### src/rtl/match_ctl.sv
// Penalty-shootout match controller: attributes each resolved kick, keeps the
// running score and kick counts, and decides when the match is over.

package game_pkg;
    typedef enum logic [2:0] {
        START   = 3'd0,
        KEEPER  = 3'd1,
        SHOOTER = 3'd2,
        WINNER  = 3'd3,
        LOSER   = 3'd4
    } g_state;

    typedef enum logic {
        SOLO  = 1'b0,
        MULTI = 1'b1
    } g_mode;
endpackage

module match_ctl
    import game_pkg::*;
(
    input  logic       clk,
    input  logic       rst,
    input  g_state     game_state,
    input  g_mode      game_mode,
    input  logic       round_done,
    input  logic       goal,
    output logic       is_shooted,
    output logic       match_end,
    output logic       match_result,
    output logic [3:0] player_score,
    output logic [3:0] enemy_score,
    output logic [3:0] player_kicks,
    output logic [3:0] enemy_kicks
);

    localparam logic [3:0] KICK_MAX   = 4'd15;
    localparam logic [3:0] REG_KICKS  = 4'd5;
    localparam logic [3:0] SOLO_GOALS = 4'd3;

    typedef enum logic [1:0] {
        IDLE = 2'd0,
        PLAY = 2'd1,
        EVAL = 2'd2,
        DONE = 2'd3
    } fsm_t;

    fsm_t       state_q, state_d;
    g_mode      mode_q;
    logic       shot_q;
    logic       result_q;
    logic [3:0] ps_q, es_q, pk_q, ek_q;

    logic       in_round;
    logic       abort;
    logic       accept;
    logic       clear;
    logic       player_kick;
    logic [1:0] verdict;

    // Increment that sticks at the counter ceiling.
    function automatic logic [3:0] sat_inc(input logic [3:0] v, input logic en);
        logic [3:0] r;
        r = v;
        if (en && (v != KICK_MAX))
            r = v + 4'd1;
        return r;
    endfunction

    // Returns {decided, local_player_won} for the current counters.
    function automatic logic [1:0] judge(
        input g_mode      mode,
        input logic [3:0] ps,
        input logic [3:0] es,
        input logic [3:0] pk,
        input logic [3:0] ek
    );
        logic [4:0] p5, e5, pk5, ek5;
        logic [1:0] v;
        v   = 2'b00;
        p5  = {1'b0, ps};
        e5  = {1'b0, es};
        pk5 = {1'b0, pk};
        ek5 = {1'b0, ek};
        if (mode == SOLO) begin
            if (ps == SOLO_GOALS)
                v = 2'b11;
            else if (es == SOLO_GOALS)
                v = 2'b10;
        end else begin
            // Regulation: a side is out of reach when the other's remaining kicks cannot close the gap.
            if ((pk <= REG_KICKS) && (ek <= REG_KICKS)) begin
                if (p5 > e5 + (5'd5 - ek5))
                    v = 2'b11;
                else if (e5 > p5 + (5'd5 - pk5))
                    v = 2'b10;
            end
            if ((v == 2'b00) && (pk >= REG_KICKS) && (ek >= REG_KICKS) && (pk == ek)) begin
                if (ps > es)
                    v = 2'b11;
                else if (es > ps)
                    v = 2'b10;
                else if (pk == KICK_MAX)
                    v = 2'b10;
            end
        end
        return v;
    endfunction

    assign in_round    = (game_state == KEEPER) || (game_state == SHOOTER);
    assign abort       = (game_state == START);
    assign accept      = (state_q == PLAY) && round_done && in_round;
    assign clear       = (state_d == IDLE);
    assign player_kick = (mode_q == MULTI) && (game_state == SHOOTER);
    assign verdict     = judge(mode_q, ps_q, es_q, pk_q, ek_q);

    always_ff @(posedge clk) begin
        if (rst)
            state_q <= IDLE;
        else
            state_q <= state_d;
    end

    always_comb begin
        state_d = state_q;
        case (state_q)
            IDLE: if (in_round) state_d = PLAY;
            PLAY: begin
                if (abort)
                    state_d = IDLE;
                else if (accept)
                    state_d = EVAL;
            end
            EVAL: begin
                if (abort)
                    state_d = IDLE;
                else if (verdict[1])
                    state_d = DONE;
                else
                    state_d = PLAY;
            end
            DONE: if (abort) state_d = IDLE;
            default: state_d = IDLE;
        endcase
    end

    always_comb begin
        is_shooted   = shot_q;
        match_end    = (state_q == DONE);
        match_result = (state_q == DONE) && result_q;
        player_score = ps_q;
        enemy_score  = es_q;
        player_kicks = pk_q;
        enemy_kicks  = ek_q;
    end

    always_ff @(posedge clk) begin
        if (rst)
            mode_q <= SOLO;
        else if ((state_q == IDLE) && (state_d == PLAY))
            mode_q <= game_mode;
    end

    always_ff @(posedge clk) begin
        if (rst)
            shot_q <= 1'b0;
        else
            shot_q <= (state_q == EVAL) && (state_d == PLAY) && (mode_q == MULTI);
    end

    always_ff @(posedge clk) begin
        if (rst || clear)
            result_q <= 1'b0;
        else if ((state_q == EVAL) && (state_d == DONE))
            result_q <= verdict[0];
    end

    // Scores only move together with a kick that was actually counted.
    always_ff @(posedge clk) begin
        if (rst || clear) begin
            ps_q <= 4'd0;
            es_q <= 4'd0;
            pk_q <= 4'd0;
            ek_q <= 4'd0;
        end else if (accept) begin
            if (player_kick) begin
                pk_q <= sat_inc(pk_q, 1'b1);
                ps_q <= sat_inc(ps_q, goal && (pk_q != KICK_MAX));
            end else begin
                ek_q <= sat_inc(ek_q, 1'b1);
                es_q <= sat_inc(es_q, goal && (ek_q != KICK_MAX));
                if (mode_q == SOLO)
                    ps_q <= sat_inc(ps_q, !goal && (ek_q != KICK_MAX));
            end
        end
    end

endmodule

### config.mk
export PLATFORM = sky130hd
export DESIGN_NAME = match_ctl
export DESIGN_NICKNAME = d
export VERILOG_FILES = /design/src/rtl/match_ctl.sv
export SDC_FILE = /design/constraint.sdc
export NUM_CORES = 1
export LEC_CHECK = 0
export CAP_MARGIN = 20
export CORE_MARGIN = 10
export CORE_UTILIZATION = 30
export DETAILED_ROUTE_END_ITERATION = 7
export GPL_ROUTABILITY_DRIVEN = 0
export GPL_TIMING_DRIVEN = 1
export RECOVER_POWER = 100
export REMOVE_ABC_BUFFERS = 1
export SLEW_MARGIN = 15
export SYNTH_ARGS = -nofsm -noshare
export SYNTH_HDL_FRONTEND = slang
export SYNTH_SLANG_ARGS = --single-unit
### constraint.sdc
create_clock -name clk -period 3.28 [get_ports clk]
set_clock_uncertainty 0.15 [all_clocks]
set_input_delay 0.656 -clock clk [delete_from_list [all_inputs] [get_ports clk]]
set_output_delay 0.656 -clock clk [all_outputs]
set_load 0.01 [all_outputs]
# [Word-level counts from Yosys, hierarchy flattened]
# Index checks and enable logic that the tools add are counted.
# Widths: inputs -> output; s select.
[totals] ff_bits=21 inputBits=8 word_cells=94 out_inout_bits=19
[op_classes] bitwise_logic=1 n_lt_le_gt_ge=8 addsub=8 n_eq_ne=17 muxes=22 reduce_logical=30
[ops] cell="$mux 2" count=17
[ops] cell="$logic_and 1x1->1" count=18
[ops] cell="$add 4x1->4 const B" count=4
[ops] cell="$mux 4" count=4
[ops] cell="$ne 4x4->1 const B" count=4
[ops] cell="$add 4x5->5" count=2
[ops] cell="$gt 4x5->1" count=2
[ops] cell="$sub 3x4->5 const A" count=2
[ops] cell="$reduce_and 3->1" count=3
[ops] cell="$eq 4x2->1 const B" count=2
[ops] cell="$ge 4x3->1 const B" count=2
[ops] cell="$gt 4x4->1" count=2
[ops] cell="$le 4x3->1 const B" count=2
[ops] cell="$pmux 2 s4" count=1
[ops] cell="$eq 2x2->1 const B" count=3
[ops] cell="$logic_not 2->1" count=3
[ops] cell="$eq 2x1->1 const B" count=2
[ops] cell="$eq 4x4->1" count=1
[ops] cell="$eq 4x4->1 const B" count=1
[ops] cell="$ne 2x1->1 const B" count=2
[ops] cell="$reduce_and 4->1" count=1
[ops] cell="$eq 3x1->1 const B" count=1
[ops] cell="$eq 3x2->1 const B" count=1
[ops] cell="$logic_not 3->1" count=1
[ops] cell="other kinds (4)" count=5

# [Longest topological paths before layout]
# Gate-level depths: netlist of run 1.
[logic_depth] depth_word=19 ltp_mapped=13

# [Worst setup path after synthesis of run 1]
# No wires, ideal clock.
[synth_path] path_type="reg2reg" from="register es_q[1], in the netlist enemy_score[1]" to="register result_q" path_stages_with_launch=14 arrival_time_ns=2.778 synth_period_minus_slack_ns=3.000 setup_time_ns=0.072 setup_slack_ns=0.280 path_cell_list="dfxtp_1 > inv_1 > ha_1 > inv_1 > ha_1 > fa_1 > xnor2_1 > ha_1 > o21ai_0 > a21oi_1 > nor2_1 > or3_1 > a311o_1 > mux2i_1"
[synth_between] elab_chain_len=16
[synth_lines] item="start: declaration" line="52" source="logic [3:0] ps_q, es_q, pk_q, ek_q;"
[synth_lines] item="start signal: assignment" line="191" source="es_q <= sat_inc(es_q, goal && (ek_q != KICK_MAX));"
[synth_lines] item="$add 4x5->5 or $gt 4x5->1 (tied branches)" line="93, 95"
[synth_lines] item="$gt 4x5->1 or $mux 2 (tied branches)" line="93, 95"
[synth_lines] item="$mux 2" line="93" source="if (p5 > e5 + (5'd5 - ek5))"
[synth_lines] item="$mux 2" line="92" source="if ((pk <= REG_KICKS) && (ek <= REG_KICKS)) begin"
[synth_lines] item="$mux 2" line="85" source="if (mode == SOLO) begin"
[synth_lines] item="$logic_not 2->1" line="98" source="if ((v == 2'b00) && (pk >= REG_KICKS) && (ek >= REG_KICKS) && (pk == ek)) begin"
[synth_lines] item="$logic_and 1x1->1 (3 in series)" line="98"
[synth_lines] item="$mux 2" line="98"
[synth_lines] item="$mux 2 (*)" line="85"
[synth_lines] item="$mux 2" line="137" source="else if (verdict[1])"
[synth_lines] item="$mux 2" line="135" source="if (abort)"
[synth_lines] item="$pmux 2 s4" line="126" source="case (state_q)"
[synth_lines] item="$eq 2x2->1 or $logic_not 2->1 (tied branches)" line="174, 113"
[synth_lines] item="$logic_and 1x1->1 or $logic_or 1x1->1 (tied branches)" line="174, 172"
[synth_lines] item="end signal: assignment" line="175" source="result_q <= verdict[0];"
[synth_lines] item="end: declaration" line="51" source="logic result_q;"
# Mark *: on every way between the ends. The rest lies on a longest branch, timed or not. The select of a mux whose other input is x is not followed.
# A chain may end at the register's enable or synchronous reset.

# [Worst setup path in the final report of run 1]
[layout_path] from="register ek_q[1], in the netlist enemy_kicks[1]" to="register result_q"
[layout_between] elab_chain_len=17
[layout_lines] item="start: declaration" line="52"
[layout_lines] item="start signal: assignment" line="190" source="ek_q <= sat_inc(ek_q, 1'b1);"
[layout_lines] item="$sub 3x4->5" line="93"
[layout_lines] item="$add 4x5->5" line="93"
[layout_lines] item="$gt 4x5->1" line="93"
[layout_lines] item="$mux 2" line="93"
[layout_lines] item="$mux 2" line="92"
[layout_lines] item="$mux 2" line="85"
[layout_lines] item="$logic_not 2->1" line="98"
[layout_lines] item="$logic_and 1x1->1 (3 in series)" line="98"
[layout_lines] item="$mux 2 (*)" line="98"
[layout_lines] item="$mux 2 (*)" line="85"
[layout_lines] item="$mux 2" line="137"
[layout_lines] item="$mux 2" line="135"
[layout_lines] item="$pmux 2 s4" line="126"
[layout_lines] item="$eq 2x2->1 or $logic_not 2->1 (tied branches)" line="174, 113"
[layout_lines] item="$logic_and 1x1->1 or $logic_or 1x1->1 (tied branches)" line="174, 172"
# Marks and branches as above.

==> results.py, run 1 <==
metrics = {
    "sta": {
        "fin_ws_ps": 224.8,
        "tns_ps": 0,
        "rsz0062_at_grt": "false",
        "hold_viol_final": 0,
        "layout_min_cycle_time_ps": 3055,
        "setup_violations": 0,
        "finalCritPeriodShare_pct": 93.14,
        "maxSlewViolCount": 0,
        "relSlewSlack_pct": 41.38,
        "worst_pin_slew_ps": 879.4,
        "max_freq_mhz": 327.3,
    },
    "synthesis": {
        "synth_top_area_cell": "ha_1",
        "avgSynthCellArea_sq_um": 8.511,
        "synthFlopType": "dfxtp_1",
        "yosysSeqAreaShare_pct": 21.66,
        "synth_top_area_share_pct": 23.21,
        "synth_cell_types": 46,
        "syn_area_sq_mm": 0.001941,
        "synthTopCellsByArea": "ha_1 23%, dfxtp_1 22%, inv_1 5.6%, nor2_1 5.2%, xnor2_1 4.5%",
        "async_reset_ff_share_pct": 0,
        "synth_cells": 228,
        "yosys_warnings": 0,
        "synth-edff-count": 0,
        "ys_ff_latch": 21,
    },
    "floorplan": {
        "dieWidth_um": 100.4,
        "rows": 29,
        "floorplan.die_area_sq_mm": 0.01009,
        "core-area_sq_mm": 0.006314,
        "start_util_pct": 30.74,
        "die_height_um": 100.4,
        "ioPinCount": 27,
    },
    "finish": {
        "nets": 306,
        "final-instance-count-excl-fill": 336,
        "final_area_sq_mm": 0.002374,
        "diodes": 0,
        "mostFrequentLayoutCell": "ha_1",
        "final_cell_mix": "36 x ha_1, 29 x inv_1, 27 x nor2_1, 21 x dfxtp_1, 20 x dlygate4sd3_1",
        "final_layout_size_suffix_gt1_share_pct": 7.722,
        "areaGrowthSynthToFinish_pct": 22.31,
    },
    "placed_design": {
        "dp.cells": 332,
        "port_buffers": 26,
        "pre_cts_ws_ps": 175.3,
        "dp_hpwl_um": 3857,
        "placed_cell_area_sq_mm": 0.002326,
    },
    "pwr": {
        "p_leak_nw": 1.094,
        "power_switching_w": 0.0001165,
        "clockPowerShare_pct": 36.1,
        "pwr-share-comb_pct": 9.4,
        "power_density_mw_per_mm2": 202.0,
        "ir_drop_uv": 126.6,
        "p_int_w": 0.0003630,
        "p_seq_share_pct": 54.5,
        "swShare_pct": 24.29,
    },
    "status": {
        "status": "completed",
    },
    "clocking": {
        "htreeDepth": 1,
        "clk_pin_slew_ps": 80,
        "root_buffer": "clkbuf_8",
        "clock-sinks": 21,
        "clock_latency_ps": 260,
        "cts_tree": "yes",
        "cts_setup_buffers": 0,
        "cts_inserted_buffers": 3,
        "clk_path_buf_depth": 2,
    },
    "global_routing": {
        "grt_pass1_wl_um": 7803,
        "grt_max_degree": 18,
        "antenna_found_initial": 0,
        "grt_usage_pct": 9.507,
        "grt_pass1_vias": 1553,
        "grt-ovfl-total": 0,
    },
    "worst_hold_path": {
        "hp-class": "reg2reg",
    },
    "route": {
        "first_pass_iters": 4,
        "ant_nets": 0,
        "wl_per_cell_um": 14.00,
        "drt_iter0_drc": 116,
        "finalWirelength_um": 4704,
        "avgViaCountPerCell": 4.798,
        "vias": 1612,
        "drc": 0,
    },
    "run": {
        "cap_viol_max_count": 0,
    },
    "critical_path": {
        "start_kind": "flop",
        "path_class": "reg2reg",
        "critPathRequiredTime_ps": 3330,
        "end_kind": "flop",
        "worstPathArrival_ps": 3110,
        "cp_max_fo": 7,
    },
}
## area by class of cell
class                      count  area, sq um
tap                           77        96.34
inverter                      29        108.9
multi-input combinational    171         1383
fill                         673         3940
sequential                    21        420.4
clock buffer                   4        45.04
timing repair buffer          34        320.3
## logic make-up (layout without fill, tap and decap cells)
kind of cell / Yosys count / in the layout / share of synthesized area (%)
AOI/OAI and AO/OA: 32 / 32 / 13.67
xor gates and xnor gates: 15 / 15 / 6.770
adders and majority gates: 38 / 38 / 25.27
buffers and inverters: 36 / 67 / 7.220
DFF: 21 / 21 / 21.66
muxes: 8 / 8 / 4.127
and+or+nand+nor: 78 / 78 / 21.28
## registers in the layout (all words and copies together), names as in the netlist
register / flops
enemy_kicks: 4
enemy_score: 4
is_shooted: 1
player_kicks: 4
mode_q: 1
player_score: 4
result_q: 1
state_q: 2
## cell usage after synthesis, types with 2 or more instances
master / number
nand2b_1: 5
nand3_1: 11
o21ai_0: 4
xnor2_1: 10
clkbuf_1: 3
nor3_1: 6
a21o_1: 2
inv_1: 29
or3_1: 2
ha_1: 36
nor3b_1: 2
fa_1: 2
xor2_1: 5
and3_1: 3
nor2_1: 27
nand2_1: 8
buf_2: 3
mux2i_1: 8
a21oi_1: 9
dfxtp_1: 21
a31oi_1: 2
nand4_1: 5
a2111oi_4: 2
## power by group through the flow
stage | Clock, W | Sequential (W) | Combinational, W
floorplan | 0 | 0.000266 | 0.0000252
global placement | 0 | 0.000267 | 0.0000456
global route | 0.000190 | 0.000262 | 0.0000499
finish | 0.000173 | 0.000261 | 0.0000453
CTS | 0.000179 | 0.000261 | 0.0000461
detailed placement | 0 | 0.000267 | 0.0000457
## path summary, 6_finish.rpt
path	start	slack (ps)	to	cells after the start
max	enemy_kicks[1]$_SDFFE_PP0P_	220	result_q$_SDFFE_PP0P_	12
max reg2reg	enemy_kicks[1]$_SDFFE_PP0P_	220	result_q$_SDFFE_PP0P_	12
min	result_q$_SDFFE_PP0P_	340	result_q$_SDFFE_PP0P_	2
min reg2reg	result_q$_SDFFE_PP0P_	340	result_q$_SDFFE_PP0P_	2
## per-stage QoR
stage | utilization, % | hold WS [ps] | power, W
after floorplan | - | 297.9 | 0.0002911
after global placement | 36.84 | 330.8 | 0.0003128
after detailed placement | 36.84 | 327.5 | 0.0003129
after CTS | 37.55 | 340.6 | 0.0004858
after global routing | 37.59 | 376.4 | 0.0005016
final | 37.59 | 342.8 | 0.0004795
## per-layer routing
| layer | GRT usage [%] | vias to the layer above | wire length (um) |
|---|---|---|---|
| met5 | 0 | - | 0 |
| met4 | 1.304 | 0 | 17 |
| met3 | 3.297 | 2 | 330 |
| met2 | 14.54 | 34 | 2104 |
| met1 | 12.80 | 720 | 2252 |
| li1 | - | 856 | - |
## repair_timing
item | CTS | global route
hold buffers | 0 | 0
gates resized for setup | 0 | 1
endpoints found under the setup margin | 0 | 2
## worst max-delay path, stage by stage, from the launching register on
cell	delay, ps
dfxtp_1	390
ha_1	310
inv_1	60
ha_1	210
fa_1	480
inv_1	50
ha_1	280
o21ai_0	70
a21oi_1	130
nor2_1	70
or3_1	360
a311o_1	320
mux2i_1	110
(Power assumes the default switching activity.)
==> inputs of run 2 (changes only) <==
SLEW_MARGIN = 10   (was 15)
==> results of run 2 <==
The final DEF is identical to that of run 1; final timing and power are the same.
==> inputs of run 3 (changes only) <==
ABC_AREA = 1   (was unset)
CELL_PAD_IN_SITES_DETAIL_PLACEMENT = 1   (was unset)
CELL_PAD_IN_SITES_GLOBAL_PLACEMENT = 2   (was unset)
PLACE_DENSITY_LB_ADDON = 0.1   (was unset)
==> run 3 against run 2 <==
Total power up 4.1%. First-iteration DRC count decreased by 66%. Combinational power up 39%. Global-route usage is 2.1 points higher. Worst setup slack better by 3.0 ps. Clock power up 2%. Non-clock buffer count is 5 higher. Register-to-register slack hardly changed. Largest cell class unchanged. Routed wire length up 36%. Worst hold slack improved by 68 ps. Clock-buffer cell count is the same.
==> results.py, run 3 <==
metrics = {
    "synthesis": {
        "synthFlopType": "dfxtp_1",
        "ys_ff_latch": 21,
        "async_reset_ff_share_pct": 0,
        "syn_area_sq_mm": 0.002096,
        "synth_top_area_share_pct": 21.49,
        "yosysSeqAreaShare_pct": 20.06,
        "synth_cell_types": 30,
        "synth_common_cells": "60 x nand2_1, 51 x inv_1, 36 x ha_1",
        "yosys_warnings": 0,
        "synth_top_area_cell": "ha_1",
        "synth-edff-count": 0,
        "synthTopCellsByArea": "ha_1 21%, dfxtp_1 20%, nand2_1 11%, inv_1 9.1%, nand3_1 7.2%",
        "synthMostInstantiatedCell": "nand2_1",
        "synth_cells": 297,
        "avgSynthCellArea_sq_um": 7.056,
    },
    "clocking": {
        "cts_tree": "yes",
        "clk_path_buf_depth": 2,
        "htreeDepth": 1,
        "root_buffer": "clkbuf_8",
        "holdBufCountCts": 0,
        "clock_latency_ps": 260,
        "clock-sinks": 21,
        "cts_resized": 0,
        "cts_setup_buffers": 0,
        "cts_inserted_buffers": 3,
        "clk_pin_slew_ps": 80,
    },
    "route": {
        "drc": 0,
        "first_pass_iters": 4,
        "ant_nets": 0,
        "avgViaCountPerCell": 4.494,
        "drt_iter0_drc": 40,
        "wl_per_cell_um": 14.69,
        "vias": 1955,
        "finalWirelength_um": 6390,
    },
    "pwr": {
        "ir_drop_uv": 124.1,
        "power_density_mw_per_mm2": 189.3,
        "p_leak_nw": 1.277,
    },
    "placed_design": {
        "port_buffers": 26,
        "dp_hpwl_um": 5254,
        "pre_cts_ws_ps": 25.57,
    },
    "critical_path": {
        "path_class": "reg2reg",
        "cp_max_fo": 5,
        "ff2ff_path_depth": 17,
        "crit_chain": "inv_1 > ha_1 > inv_1 > ha_1 > fa_1 > inv_1 > ha_1 > a21oi_1 > nand2_1 > nand2_1 > nand2_1 > nand3_2 > nand2_2 > o21ai_4 > nand3_4 > nand2_8 > nor2_1",
        "slowest_delay_ps": 480,
        "start_kind": "flop",
        "worstPathArrival_ps": 3050,
        "end_kind": "flop",
        "timing.rr.end": "player_kicks[1]$_SDFFE_PP0P_",
        "r2r_start": "player_score[1]$_SDFFE_PP0P_",
        "r2r_slack_ps": 230,
        "critPathRequiredTime_ps": 3280,
        "cpMaxStageDelayCell": "fa_1",
    },
    "finish": {
        "fin_util_pct": 38.80,
        "areaGrowthSynthToFinish_pct": 25.79,
        "fillers": 886,
        "multiInputGateArea_sq_mm": 0.001485,
        "diodes": 0,
        "final_layout_size_suffix_gt1_share_pct": 13.27,
        "mostFrequentLayoutCell": "nand2_1",
        "nets": 386,
        "final_cell_mix": "59 x nand2_1, 51 x inv_1, 35 x ha_1, 31 x nor2_1, 28 x nand3_1",
        "seq_area_sq_um": 422.9,
    },
    "worst_hold_path": {
        "hp-start": "mode_q$_SDFFE_PP0P_",
        "hp-class": "reg2reg",
        "min_path_cells": 2,
        "hold_end": "is_shooted$_SDFF_PP0_",
    },
    "sta": {
        "tns_ps": 0,
        "fin_ws_ps": 227.9,
        "rsz0062_at_grt": "false",
        "maxSlewViolCount": 0,
        "whs_ps": 411.2,
        "hold_viol_final": 0,
        "layout_min_cycle_time_ps": 3052,
        "finalCritPeriodShare_pct": 93.05,
        "setup_violations": 0,
        "relSlewSlack_pct": 66.24,
        "worst_pin_slew_ps": 502.1,
        "max_freq_mhz": 327.6,
    },
    "global_routing": {
        "grt_pass1_wl_um": 10410,
        "grt_usage_pct": 11.58,
        "grt_pass1_vias": 2050,
        "grt-ovfl-total": 0,
        "antenna_found_initial": 0,
        "grt_max_degree": 18,
    },
    "floorplan": {
        "rows": 30,
        "ioPinCount": 27,
        "floorplan.die_area_sq_mm": 0.01073,
        "dieWidth_um": 103.6,
        "core-area_sq_mm": 0.006794,
        "die_height_um": 103.6,
        "start_util_pct": 30.85,
    },
    "run": {
        "cap_viol_max_count": 0,
    },
    "status": {
        "status": "completed",
    },
}
## run 3: changes by cell type after synthesis, sizes merged, moves of 4 or more
cell    change
nand2      +57
inv        +26
nand3      +20
nor2       +14
mux2i       -8
xnor2       -8
nand2b      -5
nor3        -5
clkbuf      -4
xor2        +4
## run 3: report_power, final
part | internal (W) | leakage, nW | switching [W]
logic | 0.0000223 | 1.08 | 0.0000407
registers | 0.000257 | 0.170 | 0.00000292
clock network | 0.0000867 | 0.0228 | 0.0000899
total | 0.000366 | 1.28 | 0.000133
## run 3: worst max path at each step
stage,cells after the start,slack [ps],endpoint,startpoint
global route,17,20,player_kicks[1]$_SDFFE_PP0P_,player_score[1]$_SDFFE_PP0P_
floorplan,17,250,enemy_kicks[0]$_SDFFE_PP0P_,enemy_score[1]$_SDFFE_PP0P_
CTS,16,5,player_kicks[1]$_SDFFE_PP0P_,enemy_kicks[1]$_SDFFE_PP0P_
finish,17,230,player_kicks[1]$_SDFFE_PP0P_,player_score[1]$_SDFFE_PP0P_
detailed placement,16,30,enemy_kicks[0]$_SDFFE_PP0P_,enemy_kicks[1]$_SDFFE_PP0P_
global placement,16,90,player_kicks[1]$_SDFFE_PP0P_,enemy_kicks[1]$_SDFFE_PP0P_
## run 3: logic make-up after synthesis
| logic type | count (synthesis) | share of synthesized area (%) |
|---|---|---|
| XOR/XNOR | 11 | 4.597 |
| buffers and inverters | 58 | 11.58 |
| flip-flops | 21 | 20.06 |
| adder cells (fa/ha/maj) | 38 | 23.40 |
| AO/OA/AOI/OAI | 21 | 5.792 |
| AND/OR/NAND/NOR | 148 | 34.57 |
## run 3: cell type report
cell class	instances	share of cell area, %
clock buffers	4	1.709
inverters	55	7.926
multi-input cells	220	56.34
flip-flops and latches	21	16.04
well taps	96	4.556
repair buffers	39	13.43
## run 3: routing by layer
layer	track usage [%]	share of wire, %	routed length [um]
met5	0	0	0
met3	2.478	2.9	186
met2	19.82	47	3015
met1	14.66	49	3161
met4	1.815	0.42	27
## run 3: worst max-delay path: cells and delay by family (launching register included)
family	cells	cell delay (ps)
AOI/OAI and AO/OA	2	320
adders and majority gates	4	1250
buffers and inverters	3	150
DFF	1	340
and+or+nand+nor	8	740
## run 3: stage by stage
step | instances | total power (W) | instance area (sq um)
after floorplan | 294 | 0.0002956 | 2062
after global placement | 429 | 0.0003164 | 2540
after detailed placement | 429 | 0.0003166 | 2540
after CTS | 433 | 0.0004988 | 2585
after global routing | 435 | 0.0005248 | 2636
final | 435 | 0.0004991 | 2636
